<file path="src/rtl/intr_ctrl.sv">
// Vectored interrupt controller: latches irq rising edges, presents the
//   highest-priority pending unmasked line and the current in-service level.
// Latency: irq to pending takes SYNC_STAGES edges; min_bit_s/min_bit_a are
//   combinational from registers. No backpressure: ack/eoi are taken every cycle.
//
// Ports:
//   clk, reset        rising-edge clock, synchronous active-low reset
//   irq               raw request lines, rising edge requests service
//   mask_we/mask_din  mask register load (1 = line masked)
//   s_intr, s_call_intr, s_return_intr   acknowledge / end-of-interrupt from uc
//   min_bit_s         one-hot highest-priority pending unmasked request
//   min_bit_a         one-hot highest-priority in-service level
//   pending, in_service   status registers
//   spurious          one-cycle pulse after a protocol error
module intr_ctrl #(
  parameter int N           = 8,
  parameter int SYNC_STAGES = 2
) (
  input  logic         clk,
  input  logic         reset,
  input  logic [N-1:0] irq,
  input  logic         mask_we,
  input  logic [N-1:0] mask_din,
  input  logic         s_intr,
  input  logic [N-1:0] s_call_intr,
  input  logic [N-1:0] s_return_intr,
  output logic [N-1:0] min_bit_s,
  output logic [N-1:0] min_bit_a,
  output logic [N-1:0] pending,
  output logic [N-1:0] in_service,
  output logic         spurious
);

  logic [N-1:0] irq_s;

  // Synchroniser chain; with zero stages irq is taken as already synchronous.
  generate
    if (SYNC_STAGES == 0) begin : g_nosync
      assign irq_s = irq;
    end else begin : g_sync
      logic [N-1:0] sync_q [SYNC_STAGES];
      logic [N-1:0] sync_d [SYNC_STAGES];

      always_comb begin
        sync_d[0] = irq;
        for (int i = 1; i < SYNC_STAGES; i++) begin
          sync_d[i] = sync_q[i-1];
        end
      end

      always_ff @(posedge clk) begin
        for (int i = 0; i < SYNC_STAGES; i++) begin
          if (!reset) begin
            sync_q[i] <= '0;
          end else begin
            sync_q[i] <= sync_d[i];
          end
        end
      end

      assign irq_s = sync_q[SYNC_STAGES-1];
    end
  endgenerate

  logic [N-1:0] irq_p_q, irq_p_d;
  logic [N-1:0] pending_q, pending_d;
  logic [N-1:0] in_service_q, in_service_d;
  logic [N-1:0] mask_q, mask_d;
  logic         spurious_q, spurious_d;

  logic [N-1:0] rise;
  logic [N-1:0] ack;
  logic [N-1:0] eoi;
  logic [N-1:0] enabled;
  logic         call_bad;
  logic         ret_bad;

  always_comb begin
    ack      = s_intr ? s_call_intr   : '0;
    eoi      = s_intr ? s_return_intr : '0;
    rise     = irq_s & ~irq_p_q;
    enabled  = pending_q & ~mask_q;

    // An ack must be one-hot (x & (x-1) clears the lowest set bit) and name
    // a line that was actually being presented.
    call_bad = (ack != '0) &&
               (((ack & (ack - N'(1))) != '0) || ((ack & ~enabled) != '0));
    ret_bad  = (eoi & ~in_service_q) != '0;

    irq_p_d      = irq_s;
    // A fresh edge on a line being acknowledged keeps that line pending.
    pending_d    = (pending_q & ~ack) | rise;
    // Return is applied before call so a same-cycle re-entry stays in service.
    in_service_d = (in_service_q & ~eoi) | ack;
    mask_d       = mask_we ? mask_din : mask_q;
    spurious_d   = call_bad || ret_bad;
  end

  always_ff @(posedge clk) begin
    if (!reset) begin
      irq_p_q      <= '0;
      pending_q    <= '0;
      in_service_q <= '0;
      mask_q       <= '0;
      spurious_q   <= 1'b0;
    end else begin
      irq_p_q      <= irq_p_d;
      pending_q    <= pending_d;
      in_service_q <= in_service_d;
      mask_q       <= mask_d;
      spurious_q   <= spurious_d;
    end
  end

  // Lowest set bit isolated as one-hot: x & -x. Bit 0 is highest priority.
  assign min_bit_s  = enabled & (~enabled + N'(1));
  assign min_bit_a  = in_service_q & (~in_service_q + N'(1));
  assign pending    = pending_q;
  assign in_service = in_service_q;
  assign spurious   = spurious_q;

endmodule
</file>
<file path="config.mk">
export PLATFORM = sky130hd
export DESIGN_NAME = intr_ctrl
export DESIGN_NICKNAME = d
export VERILOG_FILES = /design/src/rtl/intr_ctrl.sv
export SDC_FILE = /design/constraint.sdc
export NUM_CORES = 1
export LEC_CHECK = 0
export CORE_MARGIN = 1.5
export CORE_UTILIZATION = 35
export CTS_CLUSTER_SIZE = 25
export DETAILED_ROUTE_END_ITERATION = 8
export PLACE_DENSITY = 0.75
export SKIP_LAST_GASP = 1
export SLEW_MARGIN = 0
export SYNTH_ARGS = -nofsm -noshare
export SYNTH_HDL_FRONTEND = slang
export SYNTH_SLANG_ARGS = --single-unit
</file>
<file path="constraint.sdc">
create_clock -name clk -period 3.1 [get_ports clk]
set_input_delay 0.62 -clock clk [delete_from_list [all_inputs] [get_ports clk]]
set_output_delay 0.62 -clock clk [all_outputs]
set_load 0.01 [all_outputs]
</file>
### After elaboration in Yosys (flattened, before gate mapping)

Memories as Yosys holds them, arrays and structs flattened.
Index checks and enable logic that the tools add are counted.

| storage, ports and cells | value |
|---|---|
| bits in latches | 0 |
| memories kept | 1 |
| bits in registers | 33 |
| input port bits | 36 |
| output and inout port bits | 33 |
| logic and storage cells | 41 |
| memory bits (writable) | 16 |
| ROM bits | 0 |

| cells by class | value |
|---|---|
| $lt $le $gt $ge | 0 |
| multiply operators | 0 |
| divide/modulo/power cells | 0 |
| reduce and logical (&&, ||, !) cells | 7 |
| bitwise logic cells | 19 |
| $add $sub $neg | 3 |
| muxes and demuxes | 6 |
| shift operators | 0 |
| equal/unequal tests | 0 |

Memory list:

| name | depth | bits a word | read ports | clocked after memory_dff | write ports | RTL line | RTL |
|---|---|---|---|---|---|---|---|
| g_sync.sync_q | 2 | 8 | 2 | 0 | 2 | 41 | `logic [N-1:0] sync_q [SYNC_STAGES];` |

Operators by type and width:

| cell | number |
|---|---|
| $and A8 B8 Y8 | 9 |
| $not A8 Y8 | 6 |
| $mux W8 | 4 |
| $reduce_bool A8 Y1 | 4 |
| $add A8 B1 Y8 const B | 2 |
| $or A8 B8 Y8 | 2 |
| $sub A8 B1 Y8 const B | 1 |
| $logic_or A1 B1 Y1 | 2 |
| $mux W1 | 2 |
| $or A1 B1 Y1 | 2 |
| $logic_and A1 B1 Y1 | 1 |

### Longest topological paths before layout

Gate-level depths: netlist of run 1.

| logic depth | value |
|---|---|
| depth in word-level cells | 8 |
| mapped depth | 5 |
| gate-level depth less buffers | 5 |

### Worst setup path before layout of run 1

OpenSTA, ideal clock, no wires.

| path | value |
|---|---|
| path type | reg2out |
| start | register pending_q[0], in the netlist pending[0] |
| end | output min_bit_s[7] |
| path buffers | 0 |
| setup slack | 1.145 ns |
| arrival | 1.335 ns |
| cell stages (with the launch flop) | 6 |
| required time | 2.480 ns |
| cells stage by stage | dfxtp_1 nand2b_1 inv_1 nor4b_2 nand3_1 nor3b_1 |

| on the way | value |
|---|---|
| word-level cells in the longest chain between the ends | 4 |

Ends and longest elaborated chain:

| element | RTL line | RTL |
|---|---|---|
| start, declared | 66 | `logic [N-1:0] pending_q, pending_d;` |
| start signal, assigned | 108 | `pending_q <= pending_d;` |
| $and A8 B8 Y8 | 82 | `enabled = pending_q & ~mask_q;` |
| $not A8 Y8 | 116 | `assign min_bit_s = enabled & (~enabled + N'(1));` |
| $add A8 B1 Y8 | 116 |  |
| $and A8 B8 Y8 | 116 |  |
| end, declared | 27 | `output logic [N-1:0] min_bit_s,` |

Every way passes these cells.

### Final worst setup path of run 1

| path | value |
|---|---|
| start | register mask_q[0] |
| end | output min_bit_s[7] |

| on the way | value |
|---|---|
| word-level cells in the longest chain between the ends | 5 |

Ends and longest elaborated chain:

| element | RTL line | RTL |
|---|---|---|
| start, declared | 68 | `logic [N-1:0] mask_q, mask_d;` |
| start signal, assigned | 110 | `mask_q <= mask_d;` |
| $not A8 Y8 | 82 |  |
| $and A8 B8 Y8 | 82 |  |
| $not A8 Y8 | 116 |  |
| $add A8 B1 Y8 | 116 |  |
| $and A8 B8 Y8 | 116 |  |

Every way passes these cells.

==> out/summary.txt, run 1 <==
cts repair resizes -> 0
Synth cell types -> 26
Cells after Synth -> 213
most frequently used flop master after synthesis -> dfxtp_1
crit end category -> primary output
Slew Limit Fails -> 0
GRT Total Usage -> 15.3%
die area -> 5980 sq um
Worst Clk Skew -> 4.87 ps
Post-Syn Area per Cell -> 9.08 sq um
Cells after DPL -> 343
# rows -> 26
number of flops mapped to enable cells by yosys -> 0
number of global-route vias before repair -> 1563
Die Wd -> 77.3 microns
# Max-Cap Violations -> 0
Register Area -> 981 sq um
Yosys Warn Count -> 0
VDD IR max -> 364 uV
Area Overhead vs Synth -> 44.1%
Flop pwr share -> 51.0%
Clock Tree Root -> clkbuf_8
post-route setup TNS -> 0 ps
Remaining Overflow, GRT -> 0
Critical Path Start Type -> flip-flop
Fill cells -> 489
Clock Latency Late Sink -> 290 ps
drt first pass iters -> 4
crit path max fanout -> 4
count leader, synth -> dfxtp_1
height of the die -> 77.3 microns
Comb pwr share -> 14.9%
Hold Crit Class -> reg -> reg
Residual DRC -> 0
Synth async-reset ratio -> 0%
postcts setup bufs -> 0
arrival time worst endpoint -> 2180 ps
part of the power in the clock network -> 34.0%
top cell type by total area after synthesis -> dfxtp_1
crit path time final -> 2800 ps
Final ANT Viol Nets -> 0
DP Worst Slack -> 624 ps
IO Count -> 69
drt wl/cell -> 12.3 microns
fin util -> 53.6%
largest net degree at the start of global routing -> 50
IO Port Bufs -> 68
clk buf depth -> 2
Internal Pwr Total -> 0.00102 W
min setup slack post-route -> 303 ps
Post-CTS Hold Buffers -> 0
core outline area -> 5200 sq um
Netlist Area Pre-Place -> 1930 sq um
Synth top cells by count -> dfxtp_1, nor2b_1, nand2_1
1st-iter DRT viols -> 37
syn_nets -> 249
P_sw -> 0.000308 W
area share of the largest cell type after synthesis -> 50.7%
max frequency -> 0.357 GHz
gpl congestion -> 0.787
FF+latch count, synth -> 49
Clk pin slew, worst setup/hold paths -> 90 ps
Final #Nets -> 316
H-tree depth -> 2
vias per cell -> 4.60
Final Hold Vio Count -> 0
Seq/Total Area, Yosys -> 50.7%
Pwr Density -> 475 nW/um^2
Multi-input gate area -> 890 sq um
vias -> 1613
global-route wire length before repair -> 7250 microns
status -> finished clean
LEAKAGE -> 1.08 nW
CTS tree -> built
RSZ-0062 raised after global routing -> no
top cells by area, synth -> dfxtp_1, nor2b_1, and2_1
switching part of the total -> 23.3%
final cell count without fillers -> 351
TritonCTS Buffers -> 5
Worst Max-Slew Pin Slew -> 592 ps
Final Cycle Share -> 90.2%
DRT Wirelength -> 4320 microns
CP Class -> reg -> out
starting density of the core -> 37.2%
antenna diode count -> 0
Worst EP required -> 2480 ps
DP Wirelength -> 3290 microns
slew margin rel. -> 60.4%
layout cells sized above 1 -> 3.56%
Final setup viols -> 0
CTS sink cnt -> 49
initial antenna violation count -> 0
## area by class of cell
class                      count  share of cell area [%]
clock buffer                   5                    2.47
clock inverter                 3                    1.66
inverter                       7                   0.943
multi-input combinational    148                    31.9
sequential                    49                    35.2
tap                           70                    3.14
timing repair buffer          69                    24.7
## cells by family (layout without fill, tap and decap cells)
group                  Yosys count  in the layout  share of synthesized area, %
AOI/OAI and AO/OA               28             28                          9.83
and+or+nand+nor                112            112                          32.0
DFF                             49             49                          50.7
buffers and inverters           16             84                          3.30
muxes                            8              8                          4.14
## layout by cell type, fill, tap and decap left out, drive strengths merged, types with 3 or more instances in the layout
cell,instances
a21boi,8
a21oi,12
a222oi,3
and2,26
clkbuf,5
clkdlybuf4s50,68
dfxtp,49
inv,7
mux2i,8
nand2,27
nand2b,7
nor2,7
nor2b,28
nor3,6
nor4,3
## final timing paths
check / start / to / slack, ps / cells past startpoint
worst max-delay path: mask_q[0]$_SDFFE_PN0P_ / min_bit_s[7] / 300 / 6
worst min-delay path: g_sync.sync_q[0][5]$_SDFF_PN0_ / g_sync.sync_q[1][5]$_SDFF_PN0_ / 430 / 1
worst max register to register: in_service[0]$_SDFF_PN0_ / spurious$_SDFF_PN0_ / 1620 / 4
worst min register to register: g_sync.sync_q[0][5]$_SDFF_PN0_ / g_sync.sync_q[1][5]$_SDFF_PN0_ / 430 / 1
## flip-flops by register name, summed over array words and instances, names as in the netlist
register / cells
g_sync.sync_q: 16
in_service: 8
irq_p_q: 8
mask_q: 8
pending: 8
spurious: 1
## per-stage QoR
| stage | cell area [sq um] | hold WS (ps) | power, W |
|---|---|---|---|
| finish | 2790 | 432 | 0.00133 |
| global route | 2790 | 457 | 0.00138 |
| CTS | 2790 | 436 | 0.00134 |
| detailed placement | 2670 | 414 | 0.000890 |
| global placement | 2670 | 413 | 0.000887 |
| floorplan | 1930 | 406 | 0.000778 |
## power by group through the flow
stage	combinational [W]	clock [W]	sequential, W
floorplan	0.0000850	0	0.000693
finish	0.000198	0.000451	0.000676
detailed placement	0.000199	0	0.000691
CTS	0.000200	0.000461	0.000676
global route	0.000217	0.000486	0.000681
global placement	0.000197	0	0.000690
## critical path, cell delays in order (launching register included)
cell and delay, ps:
dfxtp_1 330, nand2b_1 140, inv_1 100, nor4b_2 400
nand3_1 150, nor3b_1 200, clkdlybuf4s50_1 570
## layer usage
metal | GRT usage (%) | share of wire (%) | up-vias
met1 | 19.1 | 45 | 735
met2 | 26.0 | 49 | 41
li1 | - | - | 835
met3 | 3.76 | 5.4 | 2
met5 | 0 | 0 | -
met4 | 4.36 | 0.39 | 0
No activity file was read; power rests on OpenSTA's default activity.
==> run 2, diff against run 1 <==
SLEW_MARGIN = 20   (was 0)
TNS_END_PERCENT = 30   (was default)
==> results of run 2 <==
Same layout as run 1: the final DEF is identical, and so are final timing and power.
==> run 3, diff against run 2 <==
REMOVE_ABC_BUFFERS = 1   (was default)
==> out/summary.txt, run 3 (synthesized netlist as in run 1, its figures left out) <==
layout cells sized above 1 -> 3.56% (unchanged)
Area Overhead vs Synth -> 43.4%
design area -> 2770 sq um (-0.49%)
Worst Max-Slew Pin Slew -> 602 ps (+9.77 ps)
Critical Path Start Type -> flip-flop
crit end category -> primary output
crit path time final -> 2830 ps (+32.7 ps)
crit path max fanout -> 4 (unchanged)
worst reg2reg path startpoint -> in_service[0]$_SDFF_PN0_
drt first pass iters -> 4 (unchanged)
Clock Tree Root -> clkbuf_8
Fill cells -> 487 (-0.41%)
placed cell areas -> 2670 sq um (unchanged)
Final #Nets -> 316 (unchanged)
H-tree depth -> 2 (unchanged)
Hold Crit Class -> reg -> reg
1st-iter DRT viols -> 109 (+190%)
# rows -> 26 (unchanged)
commonest non-fill, non-tap cell in the layout -> clkdlybuf4s50_1
Residual DRC -> 0 (unchanged)
worst hold start -> g_sync.sync_q[0][6]$_SDFF_PN0_
TritonCTS Buffers -> 5 (unchanged)
die area -> 5980 sq um (unchanged)
Die Wd -> 77.3 microns (unchanged)
Top reg by flops -> g_sync.sync_q
starting density of the core -> 37.2% (unchanged)
slew margin rel. -> 59.7% (-0.65 points)
gpl congestion -> 0.848 (+7.7%)
Post-CTS Hold Buffers -> 0 (unchanged)
global-route wire length before repair -> 7290 microns (+0.48%)
max frequency -> 0.353 GHz (-1.2%)
DP Wirelength -> 3320 microns (+0.81%)
Remaining Overflow, GRT -> 0 (unchanged)
IO Port Bufs -> 68 (unchanged)
height of the die -> 77.3 microns (unchanged)
Slew Limit Fails -> 0 (unchanged)
max reg flops -> 16 (unchanged)
initial antenna violation count -> 0 (unchanged)
Worst Clk Skew -> 5.43 ps (+0.556 ps)
# Max-Cap Violations -> 0 (unchanged)
Worst EP required -> 2480 ps (about the same)
Pwr Density -> 461 nW/um^2 (-3.0%)
Hold Worst Slack -> 438 ps (+5.88 ps)
Clk pin slew, worst setup/hold paths -> 80 ps (about the same)
CTS sink cnt -> 49 (unchanged)
CTS tree -> built
Final setup viols -> 0 (unchanged)
arrival time worst endpoint -> 2210 ps (+30 ps)
Final ANT Viol Nets -> 0 (unchanged)
drt wl/cell -> 12.4 microns (+0.69%)
DRT Wirelength -> 4350 microns (+0.69%)
antenna diode count -> 0 (unchanged)
RSZ-0062 raised after global routing -> no
Final Cycle Share -> 91.3% (+1.1 points)
GRT Total Usage -> 15.6% (+0.30 points)
commonest cells after routing, fill and taps aside -> clkdlybuf4s50_1, dfxtp_1, nor2b_1, nand2_1, and2_1
largest net degree at the start of global routing -> 34 (-32%)
postcts setup bufs -> 0 (unchanged)
Clock Latency Late Sink -> 300 ps (about the same)
cts repair resizes -> 0 (unchanged)
IO Count -> 69 (unchanged)
core outline area -> 5200 sq um (unchanged)
vias -> 1618 (+0.31%)
Register Area -> 981 sq um (unchanged)
status -> finished clean
Final Hold Vio Count -> 0 (unchanged)
vias per cell -> 4.61 (+0.31%)
post-route setup TNS -> 0 ps (unchanged)
fin util -> 53.3% (-0.26 points)
VDD IR max -> 267 uV (-27%)
Multi-input gate area -> 890 sq um (unchanged)
number of global-route vias before repair -> 1523 (-2.6%)
clk buf depth -> 2 (unchanged)
Crit. Startpoint -> mask_q[0]$_SDFFE_PN0P_
CP Class -> reg -> out
LEAKAGE -> 1.08 nW (about the same)
run 3: cell types whose count changed in the layout (fill, tap and decap cells not counted):
cell and change:
bufinv_16 -1, clkinv_2 +1, clkbuf_8 +2, clkinvlp_4 -1, clkinv_4 -1
run 3: area by class of cell:
cell class / instances / area share, %
clock buffer: 7 / 3.47
sequential: 49 / 35.4
tap: 70 / 3.16
clock inverter: 1 / 0.180
multi-input combinational: 148 / 32.1
timing repair buffer: 69 / 24.8
inverter: 7 / 0.947
run 3: worst paths after layout:
kind / end / slack (ps) / depth (start not counted)
worst max register to register: spurious$_SDFF_PN0_ / 1640 / 4
worst min-delay path: g_sync.sync_q[1][6]$_SDFF_PN0_ / 440 / 1
worst min register to register: g_sync.sync_q[1][6]$_SDFF_PN0_ / 440 / 1
worst max-delay path: min_bit_s[7] / 270 / 6
run 3: worst max-delay path, stage by stage (launching register included):
cell and delay [ps]:
dfxtp_1 320, nand2b_1 140, inv_1 90, nor4b_2 420, nand3_1 150, nor3b_1 220, clkdlybuf4s50_1 560
run 3: layer usage:
layer | vias to the layer above | global-route usage, % | wire (microns)
met5 | - | 0 | 0
met4 | 0 | 6.00 | 52
met3 | 7 | 4.82 | 330
met2 | 60 | 24.8 | 1980
met1 | 716 | 19.6 | 1990
li1 | 835 | - | -
run 3: metrics by stage:
step                      cells  setup slack (ps)  total power, W
after CTS                   351               240         0.00129
after detailed placement    343               595        0.000890
after floorplan             204              1140        0.000767
after global placement      343               637        0.000887
after global routing        351              61.7         0.00134
final                       351               270         0.00128
run 3: power by group:
part           internal (W)  leakage, nW  switching (W)
clock              0.000202       0.0542       0.000203
combinational      0.000116        0.623      0.0000821
sequential         0.000659        0.403      0.0000167
total              0.000977         1.08       0.000302
